File: config.mk
export PLATFORM = sky130hd
export DESIGN_NAME = dmem_access_unit
export DESIGN_NICKNAME = d
export VERILOG_FILES = /design/src/rtl/dmem_pkg.sv /design/src/rtl/dmem_load_align.sv /design/src/rtl/dmem_access_unit.sv
export SDC_FILE = /design/constraint.sdc
export NUM_CORES = 1
export LEC_CHECK = 0
export CORE_MARGIN = 2
export CORE_UTILIZATION = 38
export DETAILED_ROUTE_END_ITERATION = 10
export HOLD_SLACK_MARGIN = 0.08
export PLACE_DENSITY = 0.82
export SYNTH_ARGS = -nofsm -noshare
export SYNTH_HDL_FRONTEND = slang
export SYNTH_SLANG_ARGS = --single-unit
File: constraint.sdc
create_clock -name clock -period 1.6 [get_ports clock]
set_clock_uncertainty 0.1 [all_clocks]
set_input_delay 0.32 -clock clock [delete_from_list [all_inputs] [get_ports clock]]
set_output_delay 0.32 -clock clock [all_outputs]
set_load 0.1 [all_outputs]
File: src/rtl/dmem_pkg.sv
// rtl/dmem_pkg.sv - shared funct encodings, FSM states and size helpers for dmem_access_unit
package dmem_pkg;

    localparam logic [2:0] FUNCT_B  = 3'b000;
    localparam logic [2:0] FUNCT_H  = 3'b001;
    localparam logic [2:0] FUNCT_W  = 3'b010;
    localparam logic [2:0] FUNCT_BU = 3'b100;
    localparam logic [2:0] FUNCT_HU = 3'b101;

    typedef enum logic [1:0] {
        ST_IDLE,
        ST_ACC1,
        ST_ACC2,
        ST_RESP
    } state_t;

    // Access size in bytes; 0 marks an illegal funct code.
    function automatic logic [2:0] size_of_funct(input logic [2:0] funct);
        case (funct)
            FUNCT_B, FUNCT_BU: return 3'd1;
            FUNCT_H, FUNCT_HU: return 3'd2;
            FUNCT_W:           return 3'd4;
            default:           return 3'd0;
        endcase
    endfunction

    function automatic logic [3:0] base_lanes(input logic [2:0] funct);
        case (size_of_funct(funct))
            3'd1:    return 4'b0001;
            3'd2:    return 4'b0011;
            3'd4:    return 4'b1111;
            default: return 4'b0000;
        endcase
    endfunction

    function automatic logic is_misaligned(input logic [2:0] funct, input logic [1:0] off);
        return ({2'b00, off} + {1'b0, size_of_funct(funct)}) > 4'd4;
    endfunction

endpackage

File: src/rtl/dmem_load_align.sv
// rtl/dmem_load_align.sv - selects load bytes from up to two captured words and sign/zero-extends them
import dmem_pkg::*;

module dmem_load_align (
    input  logic [31:0] word_lo,
    input  logic [31:0] word_hi,
    input  logic [1:0]  off,
    input  logic [2:0]  funct,
    output logic [31:0] rdata
);

    logic [31:0] raw;

    always_comb begin
        // Bytes past the first word come from the low lanes of word_hi.
        raw = 32'({word_hi, word_lo} >> {off, 3'b000});
        case (funct)
            FUNCT_B:  rdata = {{24{raw[7]}}, raw[7:0]};
            FUNCT_BU: rdata = {24'b0, raw[7:0]};
            FUNCT_H:  rdata = {{16{raw[15]}}, raw[15:0]};
            FUNCT_HU: rdata = {16'b0, raw[15:0]};
            FUNCT_W:  rdata = raw;
            default:  rdata = '0;
        endcase
    end

endmodule

File: src/rtl/dmem_access_unit.sv
// rtl/dmem_access_unit.sv - load/store front end for the byte-enabled 32-bit data memory
// DMEM_MISALIGN_SPLIT_EN: split misaligned accesses over two words instead of faulting them.
import dmem_pkg::*;

module dmem_access_unit #(
    parameter int ADDR_W = 17,
    parameter int DATA_W = 32
) (
    input  logic              clock,
    input  logic              rstn,
    input  logic              req_valid,
    output logic              req_ready,
    input  logic              req_we,
    input  logic [2:0]        req_funct,
    input  logic [ADDR_W-1:0] req_addr,
    input  logic [DATA_W-1:0] req_wdata,
    output logic              resp_valid,
    output logic [DATA_W-1:0] resp_rdata,
    output logic              resp_err,
    output logic [3:0]        mem_byteena,
    output logic [DATA_W-1:0] mem_data,
    output logic [ADDR_W-3:0] mem_rdaddress,
    output logic [ADDR_W-3:0] mem_wraddress,
    output logic              mem_wren,
    input  logic [DATA_W-1:0] mem_q
);

    localparam int WA_W = ADDR_W - 2;

    state_t            state, state_n;
    logic              r_we, r_we_n;
    logic [2:0]        r_funct, r_funct_n;
    logic [1:0]        r_off, r_off_n;
    logic              r_err, r_err_n;
    logic              req_fault;
    logic [3:0]        mem_byteena_n;
    logic [DATA_W-1:0] mem_data_n;
    logic [WA_W-1:0]   mem_rdaddress_n, mem_wraddress_n;
    logic              mem_wren_n;
    logic              resp_valid_n, resp_err_n;
    logic [DATA_W-1:0] resp_rdata_n;
    logic [31:0]       align_lo, align_hi, load_data;

`ifdef DMEM_MISALIGN_SPLIT_EN
    logic [WA_W-1:0]   r_word, r_word_n;
    logic [31:0]       r_wdata, r_wdata_n;
    logic [31:0]       word0_q, word0_n;

    function automatic logic [3:0] split_lanes(input logic [2:0] funct, input logic [1:0] off,
                                               input logic hi);
        logic [7:0] m;
        m = {4'b0000, base_lanes(funct)} << off;
        return hi ? m[7:4] : m[3:0];
    endfunction

    function automatic logic [31:0] split_data(input logic [31:0] wdata, input logic [1:0] off,
                                               input logic hi);
        logic [63:0] d;
        d = {32'b0, wdata} << {off, 3'b000};
        return hi ? d[63:32] : d[31:0];
    endfunction

    assign req_fault = (size_of_funct(req_funct) == 3'd0);
    assign align_lo  = (state == ST_ACC2) ? word0_q : mem_q;
    assign align_hi  = (state == ST_ACC2) ? mem_q : 32'b0;
`else
    assign req_fault = (size_of_funct(req_funct) == 3'd0) || is_misaligned(req_funct, req_addr[1:0]);
    assign align_lo  = mem_q;
    assign align_hi  = 32'b0;
`endif

    assign req_ready = (state == ST_IDLE);

    dmem_load_align u_align (
        .word_lo (align_lo),
        .word_hi (align_hi),
        .off     (r_off),
        .funct   (r_funct),
        .rdata   (load_data)
    );

    always_comb begin
        state_n         = state;
        r_we_n          = r_we;
        r_funct_n       = r_funct;
        r_off_n         = r_off;
        r_err_n         = r_err;
`ifdef DMEM_MISALIGN_SPLIT_EN
        r_word_n        = r_word;
        r_wdata_n       = r_wdata;
        word0_n         = word0_q;
`endif
        mem_byteena_n   = '0;
        mem_data_n      = '0;
        mem_rdaddress_n = '0;
        mem_wraddress_n = '0;
        mem_wren_n      = 1'b0;
        resp_valid_n    = 1'b0;
        resp_err_n      = 1'b0;
        resp_rdata_n    = '0;
        case (state)
            ST_IDLE: begin
                if (req_valid) begin
                    r_we_n    = req_we;
                    r_funct_n = req_funct;
                    r_off_n   = req_addr[1:0];
                    r_err_n   = req_fault;
`ifdef DMEM_MISALIGN_SPLIT_EN
                    r_word_n  = req_addr[ADDR_W-1:2];
                    r_wdata_n = req_wdata;
`endif
                    // Faults still pass through ACC1, idle on the memory, to keep
                    // the response in the same cycle as an aligned access.
                    state_n   = ST_ACC1;
                    if (!req_fault) begin
                        mem_rdaddress_n = req_addr[ADDR_W-1:2];
                        mem_wraddress_n = req_addr[ADDR_W-1:2];
                        mem_wren_n      = req_we;
`ifdef DMEM_MISALIGN_SPLIT_EN
                        mem_byteena_n   = split_lanes(req_funct, req_addr[1:0], 1'b0);
                        mem_data_n      = split_data(req_wdata, req_addr[1:0], 1'b0);
`else
                        mem_byteena_n   = base_lanes(req_funct) << req_addr[1:0];
                        mem_data_n      = req_wdata << {req_addr[1:0], 3'b000};
`endif
                    end
                end
            end
            ST_ACC1: begin
`ifdef DMEM_MISALIGN_SPLIT_EN
                if (!r_err && is_misaligned(r_funct, r_off)) begin
                    state_n         = ST_ACC2;
                    word0_n         = mem_q;
                    mem_rdaddress_n = r_word + WA_W'(1);
                    mem_wraddress_n = r_word + WA_W'(1);
                    mem_wren_n      = r_we;
                    mem_byteena_n   = split_lanes(r_funct, r_off, 1'b1);
                    mem_data_n      = split_data(r_wdata, r_off, 1'b1);
                end else begin
                    state_n      = ST_RESP;
                    resp_valid_n = 1'b1;
                    resp_err_n   = r_err;
                    resp_rdata_n = (r_we || r_err) ? '0 : load_data;
                end
`else
                state_n      = ST_RESP;
                resp_valid_n = 1'b1;
                resp_err_n   = r_err;
                resp_rdata_n = (r_we || r_err) ? '0 : load_data;
`endif
            end
`ifdef DMEM_MISALIGN_SPLIT_EN
            ST_ACC2: begin
                state_n      = ST_RESP;
                resp_valid_n = 1'b1;
                resp_rdata_n = r_we ? '0 : load_data;
            end
`endif
            ST_RESP: state_n = ST_IDLE;
            default: state_n = ST_IDLE;
        endcase
    end

    always_ff @(posedge clock or negedge rstn) begin
        if (!rstn) begin
            state         <= ST_IDLE;
            r_we          <= 1'b0;
            r_funct       <= '0;
            r_off         <= '0;
            r_err         <= 1'b0;
`ifdef DMEM_MISALIGN_SPLIT_EN
            r_word        <= '0;
            r_wdata       <= '0;
            word0_q       <= '0;
`endif
            mem_byteena   <= '0;
            mem_data      <= '0;
            mem_rdaddress <= '0;
            mem_wraddress <= '0;
            mem_wren      <= 1'b0;
            resp_valid    <= 1'b0;
            resp_err      <= 1'b0;
            resp_rdata    <= '0;
        end else begin
            state         <= state_n;
            r_we          <= r_we_n;
            r_funct       <= r_funct_n;
            r_off         <= r_off_n;
            r_err         <= r_err_n;
`ifdef DMEM_MISALIGN_SPLIT_EN
            r_word        <= r_word_n;
            r_wdata       <= r_wdata_n;
            word0_q       <= word0_n;
`endif
            mem_byteena   <= mem_byteena_n;
            mem_data      <= mem_data_n;
            mem_rdaddress <= mem_rdaddress_n;
            mem_wraddress <= mem_wraddress_n;
            mem_wren      <= mem_wren_n;
            resp_valid    <= resp_valid_n;
            resp_err      <= resp_err_n;
            resp_rdata    <= resp_rdata_n;
        end
    end

endmodule

# Word-level counts from Yosys, hierarchy flattened
# Cells that the tools add are included.
# totals
register_bits	95
inputBits	88
output_inout_bits	102
word_cells	66
# classes
add_sub_neg	1
magnitude_cmp	1
eq_ne	13
n_shift	3
n_mux	27
n_reduce_logical	9
# op_table
op	count
2-to-1 mux 32 bit	5
case mux 32 bit (5 select lines)	1
2-to-1 mux 15 bit	3
<< shifter 32 x 5 -> 32 bit	1
>> shifter 32 x 5 -> 32 bit	1
2-to-1 mux 4 bit	6
equality test 3 bit, second input constant	5
case mux 4 bit (3 select lines)	1
equality test 3 x 1 -> 1 bit, second input constant	3
equality test 3 x 2 -> 1 bit, second input constant	3
zero test 3 bit	3
2-to-1 mux 3 bit	3
case mux 3 bit (3 select lines)	1
2-to-1 mux 1 bit	5
adder 2 x 3 -> 4 bit	1
> comparator 4 x 3 -> 1 bit, second input constant	1
case mux 2 bit (2 select lines)	1
OR reduction 2 bit	2
<< shifter 4 x 2 -> 4 bit	1
equality test 2 x 1 -> 1 bit, second input constant	1
zero test 2 bit	1
logical OR 1 bit	2
2-to-1 mux 2 bit	1
!= test 2 bit, second input constant	1
AND reduction 2 bit	1

# Longest topological paths before layout
# depth
depth_word	18
depth_mapped	9
mapped_depth_nobuf	7

# Hierarchy
# A second synthesis with hierarchy kept.
# hier_totals
cells_unflattened	418
area_unflattened_um2	5104.9
# by_module_without_submodules
module	instances	cells_each	area_each_um2	seq_area_each_um2
dmem_access_unit	1	301	3885.0	2377.3
dmem_load_align	1	117	1219.9	0.0

# Worst setup path before layout
# Ideal clock, no wire load.
# synth_path
path_kind	flip-flop to flip-flop
from	register state[1]
to	register mem_byteena[1]
arrival_time_ps	2959
path_slack_ps	-1541
stages_incl_launch_ff	7
period_less_slack_ps	3141
path_cell_list	dfrtp_1 > nor2_1 > nand2_1 > or3_1 > buf_6 > buf_6 > nor3_2
# synth_between
elab_chain_len	2
# synth_lines
element	line_no	text
from (decl)	dmem_access_unit.sv:30	state_t state, state_n;
from (signal assigned)	dmem_access_unit.sv:185	state <= state_n;
zero test 2 bit	-	
via req_ready	dmem_access_unit.sv:12	output logic req_ready,
2-to-1 mux 4 bit	dmem_access_unit.sv:101	case (state)
via mem_byteena_n[1]	dmem_access_unit.sv:36	logic [3:0] mem_byteena_n;
to (signal assigned)	dmem_access_unit.sv:195	mem_byteena <= mem_byteena_n;
to (decl)	dmem_access_unit.sv:20	output logic [3:0] mem_byteena,
# The timed path passes the listed nets, and every way through them passes these cells.
# A chain may end at the register's enable or synchronous reset.

# Worst setup path after layout
# layout_path
from	input port req_funct[1]
to	register mem_data[30]
# layout_between
elab_chain_len	9
# layout_lines
element	line_no	text
from (decl)	dmem_access_unit.sv:14	input logic [2:0] req_funct,
equality test 3 x 1 -> 1 bit, or another cell as far along	dmem_pkg.sv:19	case (funct)
OR reduction 2 bit	dmem_pkg.sv:19	
case mux 3 bit (3 select lines) (*)	dmem_pkg.sv:19	
adder 2 x 3 -> 4 bit	dmem_pkg.sv:37	return ({2'b00, off} + {1'b0, size_of_funct(funct)}) > 4'd4;
> comparator 4 x 3 -> 1 bit	dmem_pkg.sv:37	
logical OR 1 bit (*)	dmem_access_unit.sv:67	assign req_fault = (size_of_funct(req_funct) == 3'd0) || is_misaligned(req_funct, req_addr[1:0]);
2-to-1 mux 32 bit (*)	dmem_access_unit.sv:115	if (!req_fault) begin
2-to-1 mux 32 bit (*)	dmem_access_unit.sv:103	if (req_valid) begin
2-to-1 mux 32 bit (*)	dmem_access_unit.sv:101	
via mem_data_n[30]	dmem_access_unit.sv:37	logic [DATA_W-1:0] mem_data_n;
to (signal assigned)	dmem_access_unit.sv:196	mem_data <= mem_data_n;
to (decl)	dmem_access_unit.sv:21	output logic [DATA_W-1:0] mem_data,
# The timed path passes the listed nets; every way through them passes the cells marked *.

==> results <==
## metrics by stage
stage | hold slack [ns] | setup WS [ns] | utilization [%] | setup TNS [ns]
global route | 0.279 | -0.546 | 78.0 | -27.48
detailed placement | 0.169 | -1.26 | 69.4 | -72.30
CTS | 0.217 | -0.453 | 76.8 | -21.32
global placement | 0.157 | -1.14 | 69.4 | -67.69
finish | 0.228 | -0.509 | 78.0 | -23.25
floorplan | -0.0756 | -0.518 | - | -24.00
## synth_stat cells (8+ instances only)
| master | count | share of area, % |
|---|---|---|
| o21ai_0 | 18 | 2.1 |
| clkbuf_1 | 11 | 0.96 |
| a211oi_1 | 30 | 5.2 |
| a21oi_1 | 20 | 2.3 |
| a21o_1 | 8 | 1.4 |
| nor3_2 | 9 | 2.1 |
| dfrtp_1 | 95 | 55 |
| and2_1 | 24 | 3.5 |
| nor2_1 | 38 | 3.3 |
| nand2_1 | 21 | 1.8 |
| nor2b_1 | 21 | 3.1 |
| and3_1 | 8 | 1.2 |
| buf_4 | 16 | 2.8 |
| mux2i_1 | 36 | 8.4 |
## how the worst max path moves through the flow
stage	start	endpoint	slack (ns)	cells after the start
floorplan	req_funct[0]	mem_byteena[0]	-0.52	9
global placement	req_funct[0]	mem_data[5]	-1.14	10
CTS	req_funct[1]	mem_data[27]	-0.45	9
finish	req_funct[1]	mem_data[30]	-0.51	8
global route	req_funct[1]	mem_data[13]	-0.55	9
detailed placement	req_funct[0]	mem_data[27]	-1.26	9
## critical path, cell delays in order
cell,delay [ns]
buf_8,0.08
and2b_2,0.23
fa_1,0.48
o21bai_1,0.17
a31oi_1,0.12
or3_4,0.45
buf_12,0.17
a211oi_4,0.24
## sequential cells by signal, summed over array words and instances (netlist names), 2 cells and up
| signal | cells |
|---|---|
| r_off | 2 |
| resp_rdata | 32 |
| mem_data | 32 |
| mem_byteena | 4 |
| r_funct | 3 |
| mem_wraddress | 15 |
| state | 2 |
## cell type report
class,count,area (sq um),share of cell area (%)
multi-input cells,255,2070,24.3
repair buffers,250,3560,41.7
flip-flops and latches,95,2400,28.1
clock inverters,7,95.1,1.11
well taps,140,175,2.05
clock buffers,9,225,2.64
inverters,2,10.0,0.117
## cells by family after synthesis
group | Yosys count | share of synthesized area [%]
AOI/OAI and AO/OA | 84 | 12.5
adders and majority gates | 3 | 1.05
buffers and inverters | 42 | 5.55
DFF | 95 | 55.2
muxes | 38 | 8.89
and+or+nand+nor | 130 | 16.8
## metal layers
layer / global-route usage (%) / up-vias
li1: - / 1781
met2: 46.4 / 190
met1: 29.8 / 1975
met3: 3.95 / 43
met4: 11.4 / 0
met5: 0 / -
## what timing repair did
item / CTS / global route
hold buffers: 1 / 0
buffers inserted: 13 / 4
endpoints found under the hold margin: 24 / 0
gates resized for setup: 84 / 48
setup endpoints to repair: 85 / 85
pin swaps: 22 / 17
cloned: 5 / 1
## where the power goes
group,switching (mW),internal [mW]
clock network,0.949,1.37
registers,0.384,2.74
logic,3.68,2.39
total,5.02,6.51
==> flow_metrics.env <==
export IMPL_failed_checks="setup timing"
export IMPL_seq_area_frac_synth_pct=55.2
export IMPL_post_synth_instance_area_sq_mm=0.00431
export IMPL_relSlewSlack_pct=62.8
export IMPL_met1_length_mm=5.76
export IMPL_power_density_mw_per_mm2=1350
export IMPL_grt_pass1_vias=4287
export IMPL_rows=38
export IMPL_crit_path_end_kind="flip-flop"
export IMPL_worst_setup_path_type="in -> reg"
export IMPL_leakagePower_nw=3.79
export IMPL_syn_avg_cell_area_sq_um=11.0
export IMPL_syn_nets=483
export IMPL_reg2reg_to="resp_rdata[9]"
export IMPL_hp_start="req_funct[0]"
export IMPL_grt_usage_pct=25.6
export IMPL_cts_clk_slew_worst_paths_ns=0.07
export IMPL_dr_pass1_iters=4
export IMPL_timing_rr_start="r_off[0]"
export IMPL_grt_antenna_before_repair=0
export IMPL_drv_slew=0
export IMPL_route_met2_wl_mm=8.58
export IMPL_synthCells=392
export IMPL_holdCritPathClass="in -> reg"
export IMPL_core_area_sq_mm=0.0109
export IMPL_die_y_um=110
export IMPL_cp_required_ns=1.75
export IMPL_rsz0062_at_grt="true"
export IMPL_die_w_um=110
export IMPL_viasPerCell=5.26
export IMPL_synth_edf_count=0
export IMPL_grt_pass1_wl_mm=24.4
export IMPL_finalHoldViolCount=0
export IMPL_grt_max_degree=41
export IMPL_drive_above_1_share_pct=45.6
export IMPL_avgRoutedWirePerCell_um=20.9
export IMPL_routed_wl_met3_um=851
export IMPL_holdPathStages=4
export IMPL_cap_violations=0
export IMPL_nets=704
export IMPL_synth_flop_cell="dfrtp_1"
export IMPL_setup_violations_final=78
export IMPL_synth_async_reset_ratio_pct=100
export IMPL_startpoint_type="primary input"
export IMPL_final_cell_mix="108 x buf_12, 82 x clkdlybuf4s50_1, 78 x dfrtp_1, 43 x buf_4, 35 x mux2i_1"
export IMPL_rrSetupSlack_ns=-0.25
export IMPL_portBuffers=189
export IMPL_layout_setup_ws_ns=-0.509
export IMPL_fin_area_sq_mm=0.00853
export IMPL_drcViolationCount=0
export IMPL_vias=3989
export IMPL_status="complete, but fails checks"
export IMPL_power_total_mw=11.5
export IMPL_cts_root_buf="clkbuf_16"
export IMPL_ys_seq_elements=95
export IMPL_r2r_cells=4
export IMPL_cp_max_fo=7
export IMPL_fin_crit_ns=2.11
export IMPL_num_antenna_cells=0
export IMPL_cts_max_level=3
export IMPL_tightest_slew_ns=0.555
export IMPL_antenna_left=0
export IMPL_fmax_ghz=0.474
export IMPL_cts_made_buffers=9
export IMPL_cp_arrival_ns=2.26
export IMPL_cts_tree="done"
export IMPL_dp_cells=723
export IMPL_drt_iter0_markers=305
export IMPL_start_util_pct=39.4
export IMPL_top_layer="met4"
export IMPL_dpl_hpwl_mm=10.3
export IMPL_clk_latency_ns=0.34
export IMPL_grt_ovfl_total=0
export IMPL_clkSinkCount=95
export IMPL_io_pins=190
export IMPL_final_common_cell="buf_12"
export IMPL_clockBufferDepth=2
export IMPL_fin_cells=758
export IMPL_synthDistinctLibCells=36
export IMPL_die_area_sq_mm=0.0122
export IMPL_routed_wl_mm=15.9
export IMPL_yosysWarnings=0
export IMPL_area_delta_synth_final_pct=98.2
export IMPL_min_period_over_period_pct=132
export IMPL_fill_cells=586
export IMPL_vdd_drop_max_v=0.00125
export IMPL_globalplace_congestion=0.891
export IMPL_min_to="r_funct[0]"
export IMPL_place_area_sq_mm=0.00759
(Power assumes the default switching activity.)
